File: src/rtl/kyber_axi_pkg.sv
// Shared AXI constants, FSM state encoding and burst helpers for the
// Kyber accelerator AXI initiator.
//
// Contents:
//   AXI_SIZE_128, AXI_BURST_INCR, AXI_RESP_OKAY, AXI_CACHE_BUF  - fixed AXI attributes
//   ST_*                                                         - axi_burst_master FSM states
//   crosses_4k()                                                 - 4KB boundary test for a burst
package kyber_axi_pkg;

    localparam logic [2:0] AXI_SIZE_128   = 3'b100;
    localparam logic [1:0] AXI_BURST_INCR = 2'b01;
    localparam logic [1:0] AXI_RESP_OKAY  = 2'b00;
    localparam logic [3:0] AXI_CACHE_BUF  = 4'b0011;

    localparam logic [2:0] ST_IDLE = 3'd0;
    localparam logic [2:0] ST_AW   = 3'd1;
    localparam logic [2:0] ST_W    = 3'd2;
    localparam logic [2:0] ST_B    = 3'd3;
    localparam logic [2:0] ST_AR   = 3'd4;
    localparam logic [2:0] ST_R    = 3'd5;
    localparam logic [2:0] ST_FIN  = 3'd6;

    // True when a burst of (len+1) 16-byte beats starting at the 16-byte
    // aligned page offset addr_lo runs past the end of its 4KB page.
    // 13 bits hold the worst case 4080 + 4096.
    function automatic logic crosses_4k(input logic [11:0] addr_lo, input logic [7:0] len);
        logic [12:0] w_bytes;
        logic [12:0] w_end;
        w_bytes = {({1'b0, len} + 9'd1), 4'b0000};
        w_end   = {1'b0, addr_lo} + w_bytes;
        return (w_end > 13'd4096);
    endfunction

endpackage

File: src/rtl/axi_beat_counter.sv
// Beat counter for one AXI burst.
//
// Ports:
//   clk, rst   - clock, asynchronous active-high reset
//   i_clear    - zero the counter (new command)
//   i_inc      - one beat transferred
//   i_len      - burst length minus one
//   o_is_last  - current beat is the final beat of the burst
//
// The counter is 9 bits so a 256-beat burst (len = 255) never wraps back
// to a value that would match len a second time.
module axi_beat_counter
    import kyber_axi_pkg::*;
(
    input  logic       clk,
    input  logic       rst,
    input  logic       i_clear,
    input  logic       i_inc,
    input  logic [7:0] i_len,
    output logic       o_is_last
);

    logic [8:0] r_count;

    always_ff @(posedge clk or posedge rst) begin
        if (rst) begin
            r_count <= 9'd0;
        end else if (i_clear) begin
            r_count <= 9'd0;
        end else if (i_inc) begin
            r_count <= r_count + 9'd1;
        end
    end

    assign o_is_last = (r_count == {1'b0, i_len});

endmodule

File: src/rtl/axi_burst_master.sv
// AXI4 initiator issuing 128-bit INCR bursts into the Kyber accelerator
// slave port, one command at a time.
//
// Ports:
//   clk, rst                 - clock, asynchronous active-high reset
//   cmd_valid/cmd_ready      - command handshake; cmd_write, cmd_addr, cmd_len payload
//   wr_valid/wr_ready/wr_data - local write stream (write bursts)
//   rd_valid/rd_ready/rd_data/rd_last - local read stream (read bursts)
//   done, err                - one-cycle completion pulse and its error flag
//   m_axi_aw*, m_axi_w*, m_axi_b*, m_axi_ar*, m_axi_r* - AXI4 master channels
//
// The W and R data paths are combinational pass-throughs between the local
// streams and the AXI channels, gated by the FSM state; only the address,
// length, state, beat count and sticky error are registered.
module axi_burst_master
    import kyber_axi_pkg::*;
#(
    parameter int ADDR_W = 17,
    parameter int DATA_W = 128
) (
    input  logic                  clk,
    input  logic                  rst,

    input  logic                  cmd_valid,
    output logic                  cmd_ready,
    input  logic                  cmd_write,
    input  logic [ADDR_W-1:0]     cmd_addr,
    input  logic [7:0]            cmd_len,

    input  logic                  wr_valid,
    output logic                  wr_ready,
    input  logic [DATA_W-1:0]     wr_data,

    output logic                  rd_valid,
    input  logic                  rd_ready,
    output logic [DATA_W-1:0]     rd_data,
    output logic                  rd_last,

    output logic                  done,
    output logic                  err,

    output logic [ADDR_W-1:0]     m_axi_awaddr,
    output logic [7:0]            m_axi_awlen,
    output logic [2:0]            m_axi_awsize,
    output logic [1:0]            m_axi_awburst,
    output logic [3:0]            m_axi_awcache,
    output logic                  m_axi_awlock,
    output logic [2:0]            m_axi_awprot,
    output logic                  m_axi_awvalid,
    input  logic                  m_axi_awready,

    output logic [DATA_W-1:0]     m_axi_wdata,
    output logic [DATA_W/8-1:0]   m_axi_wstrb,
    output logic                  m_axi_wlast,
    output logic                  m_axi_wvalid,
    input  logic                  m_axi_wready,

    input  logic [1:0]            m_axi_bresp,
    input  logic                  m_axi_bvalid,
    output logic                  m_axi_bready,

    output logic [ADDR_W-1:0]     m_axi_araddr,
    output logic [7:0]            m_axi_arlen,
    output logic [2:0]            m_axi_arsize,
    output logic [1:0]            m_axi_arburst,
    output logic [3:0]            m_axi_arcache,
    output logic                  m_axi_arlock,
    output logic [2:0]            m_axi_arprot,
    output logic                  m_axi_arvalid,
    input  logic                  m_axi_arready,

    input  logic [DATA_W-1:0]     m_axi_rdata,
    input  logic [1:0]            m_axi_rresp,
    input  logic                  m_axi_rlast,
    input  logic                  m_axi_rvalid,
    output logic                  m_axi_rready
);

    logic [2:0]        r_state;
    logic [2:0]        w_next;
    logic [ADDR_W-1:0] r_addr;
    logic [7:0]        r_len;
    logic              r_err;

    logic [ADDR_W-1:0] w_addr_aligned;
    logic              w_cross;
    logic              w_accept;
    logic              w_w_fire;
    logic              w_r_fire;
    logic              w_is_last;

    // Beat address bits are dropped: every beat is a full 16-byte word.
    assign w_addr_aligned = cmd_addr & ~ADDR_W'(4'hF);
    assign w_cross        = crosses_4k(w_addr_aligned[11:0], cmd_len);

    // cmd_ready is masked by rst so it reads 0 while reset is held.
    assign cmd_ready = (r_state == ST_IDLE) && !rst;
    assign w_accept  = cmd_valid && cmd_ready;
    assign w_w_fire  = (r_state == ST_W) && wr_valid && m_axi_wready;
    assign w_r_fire  = (r_state == ST_R) && m_axi_rvalid && rd_ready;

    axi_beat_counter u_beat_cnt (
        .clk       (clk),
        .rst       (rst),
        .i_clear   (w_accept),
        .i_inc     (w_w_fire || w_r_fire),
        .i_len     (r_len),
        .o_is_last (w_is_last)
    );

    // Command stage: next-state decode
    always_comb begin
        w_next = r_state;
        case (r_state)
            ST_IDLE: if (w_accept)  w_next = w_cross ? ST_FIN : (cmd_write ? ST_AW : ST_AR);
            ST_AW:   if (m_axi_awready) w_next = ST_W;
            ST_W:    if (w_w_fire && w_is_last) w_next = ST_B;
            ST_B:    if (m_axi_bvalid)  w_next = ST_FIN;
            ST_AR:   if (m_axi_arready) w_next = ST_R;
            ST_R:    if (w_r_fire && w_is_last) w_next = ST_FIN;
            ST_FIN:  w_next = ST_IDLE;
            default: w_next = ST_IDLE;
        endcase
    end

    always_ff @(posedge clk or posedge rst) begin
        if (rst) begin
            r_state <= ST_IDLE;
        end else begin
            r_state <= w_next;
        end
    end

    // Address and length are payload only; the valids qualify them.
    always_ff @(posedge clk) begin
        if (w_accept) begin
            r_addr <= w_addr_aligned;
            r_len  <= cmd_len;
        end
    end

    // Sticky error: seeded by the 4KB check, accumulated from responses,
    // cleared as it is reported.
    always_ff @(posedge clk or posedge rst) begin
        if (rst) begin
            r_err <= 1'b0;
        end else begin
            case (r_state)
                ST_IDLE: if (w_accept) r_err <= w_cross;
                ST_B:    if (m_axi_bvalid) r_err <= r_err | (m_axi_bresp != AXI_RESP_OKAY);
                ST_R:    if (w_r_fire)
                             r_err <= r_err | (m_axi_rresp != AXI_RESP_OKAY)
                                            | (m_axi_rlast != w_is_last);
                ST_FIN:  r_err <= 1'b0;
                default: r_err <= r_err;
            endcase
        end
    end

    // Output stage: AXI channels and local streams
    assign m_axi_awaddr  = r_addr;
    assign m_axi_awlen   = r_len;
    assign m_axi_awsize  = AXI_SIZE_128;
    assign m_axi_awburst = AXI_BURST_INCR;
    assign m_axi_awcache = AXI_CACHE_BUF;
    assign m_axi_awlock  = 1'b0;
    assign m_axi_awprot  = 3'b000;
    assign m_axi_awvalid = (r_state == ST_AW);

    assign m_axi_wdata   = wr_data;
    assign m_axi_wstrb   = '1;
    assign m_axi_wlast   = (r_state == ST_W) && w_is_last;
    assign m_axi_wvalid  = (r_state == ST_W) && wr_valid;
    assign wr_ready      = (r_state == ST_W) && m_axi_wready;

    assign m_axi_bready  = (r_state == ST_B);

    assign m_axi_araddr  = r_addr;
    assign m_axi_arlen   = r_len;
    assign m_axi_arsize  = AXI_SIZE_128;
    assign m_axi_arburst = AXI_BURST_INCR;
    assign m_axi_arcache = AXI_CACHE_BUF;
    assign m_axi_arlock  = 1'b0;
    assign m_axi_arprot  = 3'b000;
    assign m_axi_arvalid = (r_state == ST_AR);

    assign rd_valid      = (r_state == ST_R) && m_axi_rvalid;
    assign m_axi_rready  = (r_state == ST_R) && rd_ready;
    assign rd_data       = m_axi_rdata;
    assign rd_last       = (r_state == ST_R) && w_is_last;

    assign done          = (r_state == ST_FIN);
    assign err           = (r_state == ST_FIN) && r_err;

endmodule

File: config.mk
export PLATFORM = sky130hd
export DESIGN_NAME = axi_burst_master
export DESIGN_NICKNAME = d
export VERILOG_FILES = /design/src/rtl/kyber_axi_pkg.sv /design/src/rtl/axi_beat_counter.sv /design/src/rtl/axi_burst_master.sv
export SDC_FILE = /design/constraint.sdc
export NUM_CORES = 1
export LEC_CHECK = 0
export CAP_MARGIN = 20
export CORE_AREA = 5 5 255 257
export CTS_BUF_LIST = sky130_fd_sc_hd__clkbuf_4 sky130_fd_sc_hd__clkbuf_8 sky130_fd_sc_hd__clkbuf_16
export CTS_CLUSTER_DIAMETER = 200
export CTS_CLUSTER_SIZE = 14
export DETAILED_ROUTE_END_ITERATION = 16
export DIE_AREA = 0 0 260 262
export DONT_BUFFER_PORTS = 1
export PLACE_DENSITY_LB_ADDON = 0.15
export SYNTH_ARGS = -nofsm -noshare
export SYNTH_HDL_FRONTEND = slang
export SYNTH_SLANG_ARGS = --single-unit
File: constraint.sdc
create_clock -name clk -period 2.4 [get_ports clk]
set_clock_uncertainty 0.05 [all_clocks]
set_input_delay 0.48 -clock clk [delete_from_list [all_inputs] [get_ports clk]]
set_output_delay 0.48 -clock clk [all_outputs]
set_load 0.05 [all_outputs]
# Word level (Yosys, flattened, before mapping)
# Index checks and enable logic that the tools add are counted.
# totals
register_bits	34
inputBits	297
elab_cells	64
# op_classes
addsub	3
magnitude_cmp	1
eq_ne	15
mux	15
n_bitwise	3
n_reduce_logical	22
# op_table
cell	n
$mux 3	8
$mux 9	2
$pmux 3 s6	1
$add 12x13->13	1
$gt 13x13->1 const B	1
$logic_and 1x1->1	13
$add 8x1->9 const B	1
$add 9x1->9 const B	1
$eq 3x3->1 const B	3
$eq 9x8->1	1
$ne 2x1->1 const B	4
$eq 3x2->1 const B	2
$ne 2x2->1 const B	3
$reduce_and 6->1	1
$reduce_bool 2->1	3
$pmux 1 s4	1
$reduce_and 4->1	1
$reduce_bool 4->1	1
$eq 3x1->1 const B	1
$logic_not 3->1	1
$mux 1	3
$or 1x1->1	3
$logic_not 1->1	1
$logic_or 1x1->1	1
$ne 1x1->1	1

# Logic depth before layout (Yosys ltp)
# Gate-level depths: netlist (run 1).
# logic_depth
depth_word	6
ltp_mapped	11
mapped_depth_nobuf	11

# By module
# A second synthesis (run 1) with hierarchy kept.
# hier_totals
cells_unflattened	544
hier_area_um2	4659.5
# modules_own_cells
module	n_inst	cells_each	area_per_inst_um2	seq_area_each_um2
axi_burst_master	1	489	4126.5	730.7
axi_beat_counter	1	55	533.0	225.2

# Worst setup path after synthesis (run 1)
# Ideal clock, no wire load.
# synth_timing
kind	register -> register
from	register r_state[2]
to	register r_addr[10] (netlist: m_axi_araddr[10]), enable pin
setup_time_ns	0.394
arrival_time_ns	3.299
setup_slack_ns	-1.342
path_stages_with_launch	6
path_buffers	3
synth_period_minus_slack_ns	3.742
path_cell_list	dfrtp_1 buf_4 clkbuf_1 nor4_1 and2_1 clkbuf_1
# synth_via
elab_chain_cells	3
# synth_rtl
element	line	text
from (decl)	axi_burst_master.sv:79	logic [2:0] r_state;
from (signal assigned)	axi_burst_master.sv:130	r_state <= w_next;
$logic_not 3->1	axi_burst_master.sv:97	assign cmd_ready = (r_state == ST_IDLE) && !rst;
$logic_and 1x1->1	axi_burst_master.sv:97	
net cmd_ready	axi_burst_master.sv:25	output logic cmd_ready,
$logic_and 1x1->1	axi_burst_master.sv:98	assign w_accept = cmd_valid && cmd_ready;
net u_beat_cnt.i_clear	axi_beat_counter.sv:17	input logic i_clear,
to (signal assigned)	axi_burst_master.sv:137	r_addr <= w_addr_aligned;
to (decl)	axi_burst_master.sv:81	logic [ADDR_W-1:0] r_addr;
# The timed path passes the listed nets, and every way through them passes these cells.
# A chain may end at the register's enable or synchronous reset.

# Worst setup path in the final report (run 1)
# layout_timing
from	input cmd_len[0]
to	register r_state[2]
# layout_via
elab_chain_cells	6
# layout_rtl
element	line	text
from (decl)	axi_burst_master.sv:28	input logic [7:0] cmd_len,
$add 8x1->9	kyber_axi_pkg.sv:29	w_bytes = {({1'b0, len} + 9'd1), 4'b0000};
$add 12x13->13	kyber_axi_pkg.sv:30	w_end = {1'b0, addr_lo} + w_bytes;
$gt 13x13->1	kyber_axi_pkg.sv:31	return (w_end > 13'd4096);
$mux 3 (2 in a row)	axi_burst_master.sv:115	ST_IDLE: if (w_accept) w_next = w_cross ? ST_FIN : (cmd_write ? ST_AW : ST_AR);
$pmux 3 s6	axi_burst_master.sv:114	case (r_state)
# Every way passes these cells. The select of a mux whose other input is x is not followed.

==> impl_metrics.ini, run 1 <==
[global_route]
grt_max_degree = 29
grt_antenna_before_repair = 1
grt_pass1_wl_um = 23800
grt_pass1_vias = 2633
grt-ovfl-total = 0
grtUsageTotal = 0.0509

[pwr]
power.leakage_nw = 1.52
powerDensity_nw_per_um2 = 744
ir_drop_v = 0.000291
total_power_mw = 3.28

[synth]
syn_inst = 555
yosys.area.top_type = buf_4
synthArstFlopShare = 0.382
avgSynthCellArea_um2 = 8.48
ys_types = 54
yosys_most_used_dff = edfxtp_1
yosys_warnings = 0
synth-edff-count = 21
ys_ff_latch = 34
synth_area_um2 = 4710
synthTopCellsByArea = buf_4 (52%), edfxtp_1 (13%), dfrtp_1 (6.9%)
synth_top_cell_area_share = 0.525
ys_seq_area_frac = 0.203

[final_layout]
multi_input_area_um2 = 1620
num-nets-final = 655
layout_commonest_cell = buf_4
final_cell_mix = buf_4 (63), conb_1 (50), nor2_1 (23), edfxtp_1 (21), xor2_1 (18)
area_growth_syn_to_layout_pct = -6.46
fillCellCount = 7335
diodes = 0
register_area_um2 = 961
final_util = 0.0704
drive_gt1_frac = 0.352

[worst_setup_path]
arrival_ns = 2.45
crit_type = input port to register
cp_max_fo = 5
endpoint_kind = register
worstPathRequired_ns = 2.53
worstSetupStartpointType = input port

[place]
finalWeightedCongestion = 0.653
hpwl_um = 16400
port_buffers = 0

[timing]
setup_viol = 0
slew_headroom = 0.562
fin_crit_ns = 2.32
worst_slew_pin_slew_ns = 0.656
hold_viol = 0
fin_crit_sh = 0.968
rsz0062_at_grt = true
fmax_mhz = 430
slew_viol_final = 0

[floorplanning]
dieArea_um2 = 68100
num_rows = 92
die_x_um = 260
fp.dieH_um = 262
initial_utilization = 0.0753
coreArea_um2 = 62500
io_pins = 657

[hold_path]
hp-class = input port to async pin

[route]
wl_per_cell_um = 15.9
wl_um = 19000
viasPerCell = 2.09
drt.antenna.violating_nets = 0
num_vias = 2497
drt_iter0_drc = 81
dr.pass1.iters = 4
route.detailed.drc = 0

[run_status]
status = finished clean

[clock_network]
root_buffer = clkbuf_16
cts_tree = yes
cts_buffer_depth = 2
cts_num_sinks = 34
clk_latency_ns = 0.30
numCtsBuffers = 5
path_clk_slew_ns = 0.06
htreeDepth = 2

[job]
cap_violations = 0
==> sequential cells by signal, summed over array words and instances, names as in the netlist <==
| signal | flops |
|---|---|
| r_state | 3 |
| m_axi_araddr | 13 |
| u_beat_cnt.r_count | 9 |
| m_axi_arlen | 8 |
| r_err | 1 |
==> logic make-up (layout without fill, tap and decap cells) <==
logic type / after synthesis / in the layout / share of synthesized area
XOR/XNOR: 27 / 27 / 0.0502
AND/OR/NAND/NOR: 86 / 86 / 0.0949
multiplexers: 3 / 3 / 0.00638
other: 2 / 50 / 0.00160
buffers and inverters: 347 / 91 / 0.540
AO/OA/AOI/OAI: 44 / 44 / 0.0704
flip-flops: 34 / 34 / 0.203
adder cells (fa/ha/maj): 12 / 12 / 0.0335
==> layout make-up <==
cell class / count / area share
inverter: 12 / 0.0102
tap: 846 / 0.240
timing repair buffer: 71 / 0.130
multi-input combinational: 222 / 0.367
clock inverter: 2 / 0.00284
sequential: 34 / 0.218
clock buffer: 6 / 0.0315
==> worst paths after layout <==
kind	slack, ns	startpoint	end	cells past startpoint
worst max register to register	0.12	u_beat_cnt.r_count[0]	r_state[0]	8
worst max-delay path	0.08	cmd_len[0]	r_state[2]	10
max in group asynchronous	1.72	rst	u_beat_cnt.r_count[0]	1
min in group clk	0.22	cmd_addr[4]	m_axi_araddr[4]	0
worst min register to register	0.50	u_beat_cnt.r_count[8]	u_beat_cnt.r_count[8]	2
worst min-delay path	0.11	rst	r_err	1
==> per-layer routing <==
metal  track usage  vias to the layer above  routed length (um)
met5             0                        -                  13
met4        0.0405                        2                1580
met2        0.0785                      314                8570
met3        0.0521                      104                4110
met1        0.0363                     1076                4740
li1              -                     1001                   -
==> per-stage QoR <==
step / setup TNS [ns] / setup WS [ns] / instances / hold slack (ns) / instance area, um2
global route: -0.0190 / -0.0180 / 1193 / 0.167 / 4400
floorplan: -0.459 / -0.146 / 603 / 0.307 / 4930
CTS: 0 / 0.00512 / 1191 / 0.146 / 4330
finish: 0 / 0.0768 / 1193 / 0.105 / 4400
global placement: -1.74 / -0.496 / 1178 / 0.481 / 3990
detailed placement: -1.44 / -0.416 / 1178 / 0.482 / 3990
==> worst max-delay path, cell delays in order <==
cell	delay (ns)
inv_1	0.04
ha_1	0.16
inv_1	0.07
fa_2	0.35
nand3b_1	0.21
a221o_1	0.35
a2111oi_4	0.31
o211ai_1	0.18
a21boi_2	0.18
o311ai_1	0.12
==> cells in the mapped netlist (all sizes together), types with 6 or more instances <==
cell and n:
nand2b 7, xnor2 6, edfxtp 21, xor2 21
dfrtp 13, ha 11, o21ai 10, nand3 12
a21oi 9, inv 12, nand2 16, buf 332
nor2 27
==> what timing repair did <==
action,in CTS,in global routing
pin swaps,19,15
gates resized for setup,25,17
endpoints found under the hold margin,0,0
setup endpoints to repair,6,8
hold buffers,0,0
buffers inserted,5,2
==> power breakdown <==
part           switching (mW)  internal [mW]
sequential              0.122          0.722
clock                   0.296          0.412
combinational            1.15          0.571
total                    1.57           1.71
Power figures use the tool's default switching activity.
==> run 2: changes to the inputs <==
==> constraint.sdc (replaced) <==
create_clock -name clk -period 2.3 [get_ports clk]
set_clock_uncertainty 0.05 [all_clocks]
set_input_delay 0.46 -clock clk [delete_from_list [all_inputs] [get_ports clk]]
set_output_delay 0.46 -clock clk [all_outputs]
set_load 0.05 [all_outputs]
==> impl_metrics.ini, run 2 (same netlist as run 1, synthesis figures left out) <==
[route]
drt_iter0_drc = 63
num_vias = 2570
dr.pass1.iters = 4
route.detailed.drc = 0
wl_um = 19100
viasPerCell = 2.14
wl_per_cell_um = 15.8
drt.antenna.violating_nets = 0

[timing]
hold_viol = 0
finalWorstSetupSlack_ns = -0.107
fin_crit_ns = 2.41
slew_headroom = 0.592
fin_crit_sh = 1.05
setup_viol = 4
slew_viol_final = 0
rsz0062_at_grt = true
fmax_mhz = 415
worst_slew_pin_slew_ns = 0.611

[floorplanning]
coreArea_um2 = 62500
die_x_um = 260
io_pins = 657
dieArea_um2 = 68100
num_rows = 92
initial_utilization = 0.0753
fp.dieH_um = 262

[global_route]
grt_pass1_wl_um = 24100
grtUsageTotal = 0.0511
grt-ovfl-total = 0
grt_antenna_before_repair = 2
grt_pass1_vias = 2729
grt_max_degree = 31

[clock_network]
clk_latency_ns = 0.30
root_buffer = clkbuf_16
cts_buffer_depth = 2
numCtsBuffers = 5
path_clk_slew_ns = 0.07
htreeDepth = 2
cts_tree = yes
cts_num_sinks = 34
postCtsHoldBufs = 0

[final_layout]
largest_reg_flops = 13
num-nets-final = 665
area_growth_syn_to_layout_pct = -3.96
final_cell_mix = buf_4 (77), conb_1 (50), nor2_1 (22), edfxtp_1 (21), xor2_1 (19)
diodes = 0
layout_commonest_cell = buf_4
finalNonFillerCells = 1203
drive_gt1_frac = 0.367
fillCellCount = 7278

[place]
finalWeightedCongestion = 0.623
dp.cells = 1182
hpwl_um = 16200
port_buffers = 0

[pwr]
power.leakage_nw = 1.59
powerDensity_nw_per_um2 = 816
ir_drop_v = 0.000386
total_power_mw = 3.69

[worst_setup_path]
arrival_ns = 2.52
worstPathRequired_ns = 2.42
cp-startpoint = cmd_len[0]
crit_type = input port to register
worstReg2RegEnd = r_state[0]
critPathCapture = r_state[2]
endpoint_kind = register
r2r-start = m_axi_arlen[0]
worstSetupStartpointType = input port
cp_max_fo = 7
r2r_slack_ns = 0.11
rr_worst_depth = 8

[job]
cap_violations = 0

[run_status]
status = finished with violations
violations = setup timing

[hold_path]
hp-class = input port to async pin
run 2: changes by cell type in the layout (fill, tap and decap cells not counted), moves of 3 or more:
cell	delta
dfrtp_1	+3
buf_6	-6
nand2b_1	-3
dfrtp_2	-3
buf_4	+14
run 2: worst min path at each step:
stage / start / end / slack (ns) / depth (start not counted)
2_1_floorplan: rst / r_err / 0.29 / 1
3_3_place_gp: rst / r_err / 0.44 / 1
3_5_place_dp: rst / r_err / 0.42 / 1
4_1_cts: rst / r_err / 0.08 / 1
5_1_grt: rst / r_err / 0.12 / 1
6_report: rst / r_err / 0.06 / 1
run 2: final cells by class:
class / instances / area [um2] / share of cell area
clock buffer: 5 / 125 / 0.0277
timing repair buffer: 81 / 649 / 0.144
tap: 846 / 1060 / 0.234
inverter: 12 / 45.0 / 0.00996
multi-input combinational: 222 / 1620 / 0.358
sequential: 34 / 957 / 0.212
clock inverter: 3 / 68.8 / 0.0152
run 2: per-layer routing:
| metal | vias to the layer above | track usage | share of wire |
|---|---|---|---|
| met1 | 1086 | 0.0359 | 0.24 |
| li1 | 1023 | - | - |
| met4 | 2 | 0.0326 | 0.064 |
| met3 | 96 | 0.0592 | 0.24 |
| met5 | - | 0 | 0.00068 |
| met2 | 363 | 0.0783 | 0.45 |
run 2: critical path, cell delays in order:
cell and delay (ns):
ha_4 0.15, nand3_4 0.08, nor2_4 0.05, xor2_2 0.19, ha_4 0.33, inv_2 0.05
a221o_1 0.37, a2111oi_4 0.30, o211ai_1 0.13, buf_4 0.17, a21boi_4 0.15, o311ai_1 0.09
run 2: power breakdown:
part	internal, mW	switching, mW	leakage (nW)
Sequential	0.752	0.118	0.360
Combinational	0.640	1.22	1.14
Clock	0.625	0.332	0.0940
run 2: per-stage QoR:
stage                     utilization  hold slack [ns]  setup TNS [ns]  setup slack [ns]  instance area (um2)
after CTS                      0.0712           0.0796          -0.385            -0.115                 4450
after floorplan                     -            0.287          -0.448            -0.169                 4950
final                          0.0723           0.0633          -0.394            -0.107                 4520
after detailed placement       0.0649            0.420           -2.07            -0.566                 4060
after global routing           0.0723            0.123          -0.990            -0.247                 4520
after global placement         0.0649            0.443           -2.04            -0.560                 4060
run 2: repair_timing:
action / CTS / global route
setup buffers: 10 / 3
pin swaps: 14 / 7
setup endpoints to repair: 8 / 10
gates resized for setup: 19 / 11
==> run 3: changes to the inputs <==
==> constraint.sdc (replaced) <==
create_clock -name clk -period 3.1 [get_ports clk]
set_clock_uncertainty 0.05 [all_clocks]
set_input_delay 0.62 -clock clk [delete_from_list [all_inputs] [get_ports clk]]
set_output_delay 0.62 -clock clk [all_outputs]
set_load 0.05 [all_outputs]
==> impl_metrics.ini, run 3 (same netlist as run 1, synthesis figures left out) <==
[run_status]
status = finished clean

[final_layout]
drive_gt1_frac = 0.177
area_growth_syn_to_layout_pct = -17.2
finalInstanceArea_um2 = 3900
largest_reg_flops = 13
num-nets-final = 619
finalNonFillerCells = 1157
final_cell_mix = conb_1 (50), buf_4 (35), nor2_1 (26), xor2_1 (21), edfxtp_1 (21)
fillCellCount = 7332
multi_input_area_um2 = 1410
register_area_um2 = 956
layout_commonest_cell = conb_1

[worst_setup_path]
cp-startpoint = cmd_len[0]
r2r_slack_ns = 0.85
arrival_ns = 2.92
r2r-start = r_state[1]
crit_type = input port to register
cp_max_fo = 5
worstSetupStartpointType = input port
endpoint_kind = register
worstPathRequired_ns = 3.17

[pwr]
power.leakage_nw = 1.31
powerDensity_nw_per_um2 = 610
ir_drop_v = 0.000210
total_power_mw = 2.38

[route]
viasPerCell = 2.05
drt.antenna.violating_nets = 0
route.detailed.drc = 0
num_vias = 2375
wl_um = 17700
drt_iter0_drc = 69
dr.pass1.iters = 4
wl_per_cell_um = 15.3

[timing]
setup_viol = 0
rsz0062_at_grt = false
slew_headroom = 0.340
fin_crit_ns = 2.85
fmax_mhz = 351
slew_viol_final = 0
fin_crit_sh = 0.919
hold_viol = 0
worst_slew_pin_slew_ns = 0.993

[clock_network]
htreeDepth = 2
path_clk_slew_ns = 0.06
cts_buffer_depth = 2
postCtsHoldBufs = 0
clk_latency_ns = 0.29
cts_num_sinks = 34
cts_tree = yes
numCtsBuffers = 5
root_buffer = clkbuf_16

[place]
finalWeightedCongestion = 0.667
port_buffers = 0
placed_cell_area_um2 = 3730
hpwl_um = 15300
dp.cells = 1148

[floorplanning]
dieArea_um2 = 68100
num_rows = 92
coreArea_um2 = 62500
io_pins = 657
fp.dieH_um = 262
die_x_um = 260
initial_utilization = 0.0753

[global_route]
grt_pass1_vias = 2460
grt-ovfl-total = 0
grt_max_degree = 31
grt_pass1_wl_um = 22100
grtUsageTotal = 0.0473
grt_antenna_before_repair = 2

[hold_path]
hp-class = input port to async pin

[job]
cap_violations = 0
-- run 3: area by class of cell --
cell class | instances | area share
Clock inverter | 2 | 0.00867
Tap cell | 846 | 0.272
Multi-Input combinational cell | 222 | 0.363
Antenna cell | 1 | 0.000642
Inverter | 12 | 0.0116
Timing Repair Buffer | 35 | 0.0674
Clock buffer | 5 | 0.0321
Sequential cell | 34 | 0.245
-- run 3: worst max-delay path, cell delays in order --
cell and delay [ns]:
ha_1 0.16, nand3_1 0.16, nor2_2 0.18, xor2_1 0.08, ha_1 0.33, inv_2 0.05, a221o_1 0.35, a2111oi_2 0.35
o211ai_1 0.13, buf_4 0.17, a21boi_1 0.18, o311ai_0 0.15
-- run 3: report_power, final --
part | switching (mW) | total [mW] | internal, mW
Combinational | 0.719 | 1.04 | 0.319
Clock | 0.202 | 0.574 | 0.372
Sequential | 0.208 | 0.766 | 0.558
Total | 1.13 | 2.38 | 1.25
-- run 3: per-layer routing --
| layer | routed length, um | vias up | GRT usage |
|---|---|---|---|
| met5 | 7 | - | 0 |
| li1 | - | 934 | - |
| met2 | 7880 | 351 | 0.0723 |
| met3 | 4430 | 90 | 0.0565 |
| met4 | 1160 | 2 | 0.0311 |
| met1 | 4270 | 998 | 0.0320 |
-- run 3: repair_timing --
item | CTS | global route
setup endpoints to repair | 0 | 2
gates resized for setup | 0 | 1
buffers inserted | 0 | 1
-- run 3: metrics by stage --
stage	util	TNS, ns	hold WS [ns]	setup slack [ns]
after floorplan	-	0	0.447	0.241
after global placement	0.0596	-0.508	0.494	-0.150
after detailed placement	0.0596	-0.290	0.492	-0.0971
after CTS	0.0622	0	0.274	0.205
after global routing	0.0624	0	0.297	0.0368
final	0.0624	0	0.262	0.250
-- run 3: path summary, 6_finish.rpt --
| path | depth (start not counted) | endpoint |
|---|---|---|
| min in group clk | 0 | m_axi_araddr[14] |
| max reg2reg | 6 | u_beat_cnt.r_count[6] |
| min reg2reg | 2 | u_beat_cnt.r_count[8] |
| min | 1 | r_state[1] |
| max | 12 | r_state[2] |
| max in group asynchronous | 1 | u_beat_cnt.r_count[4] |
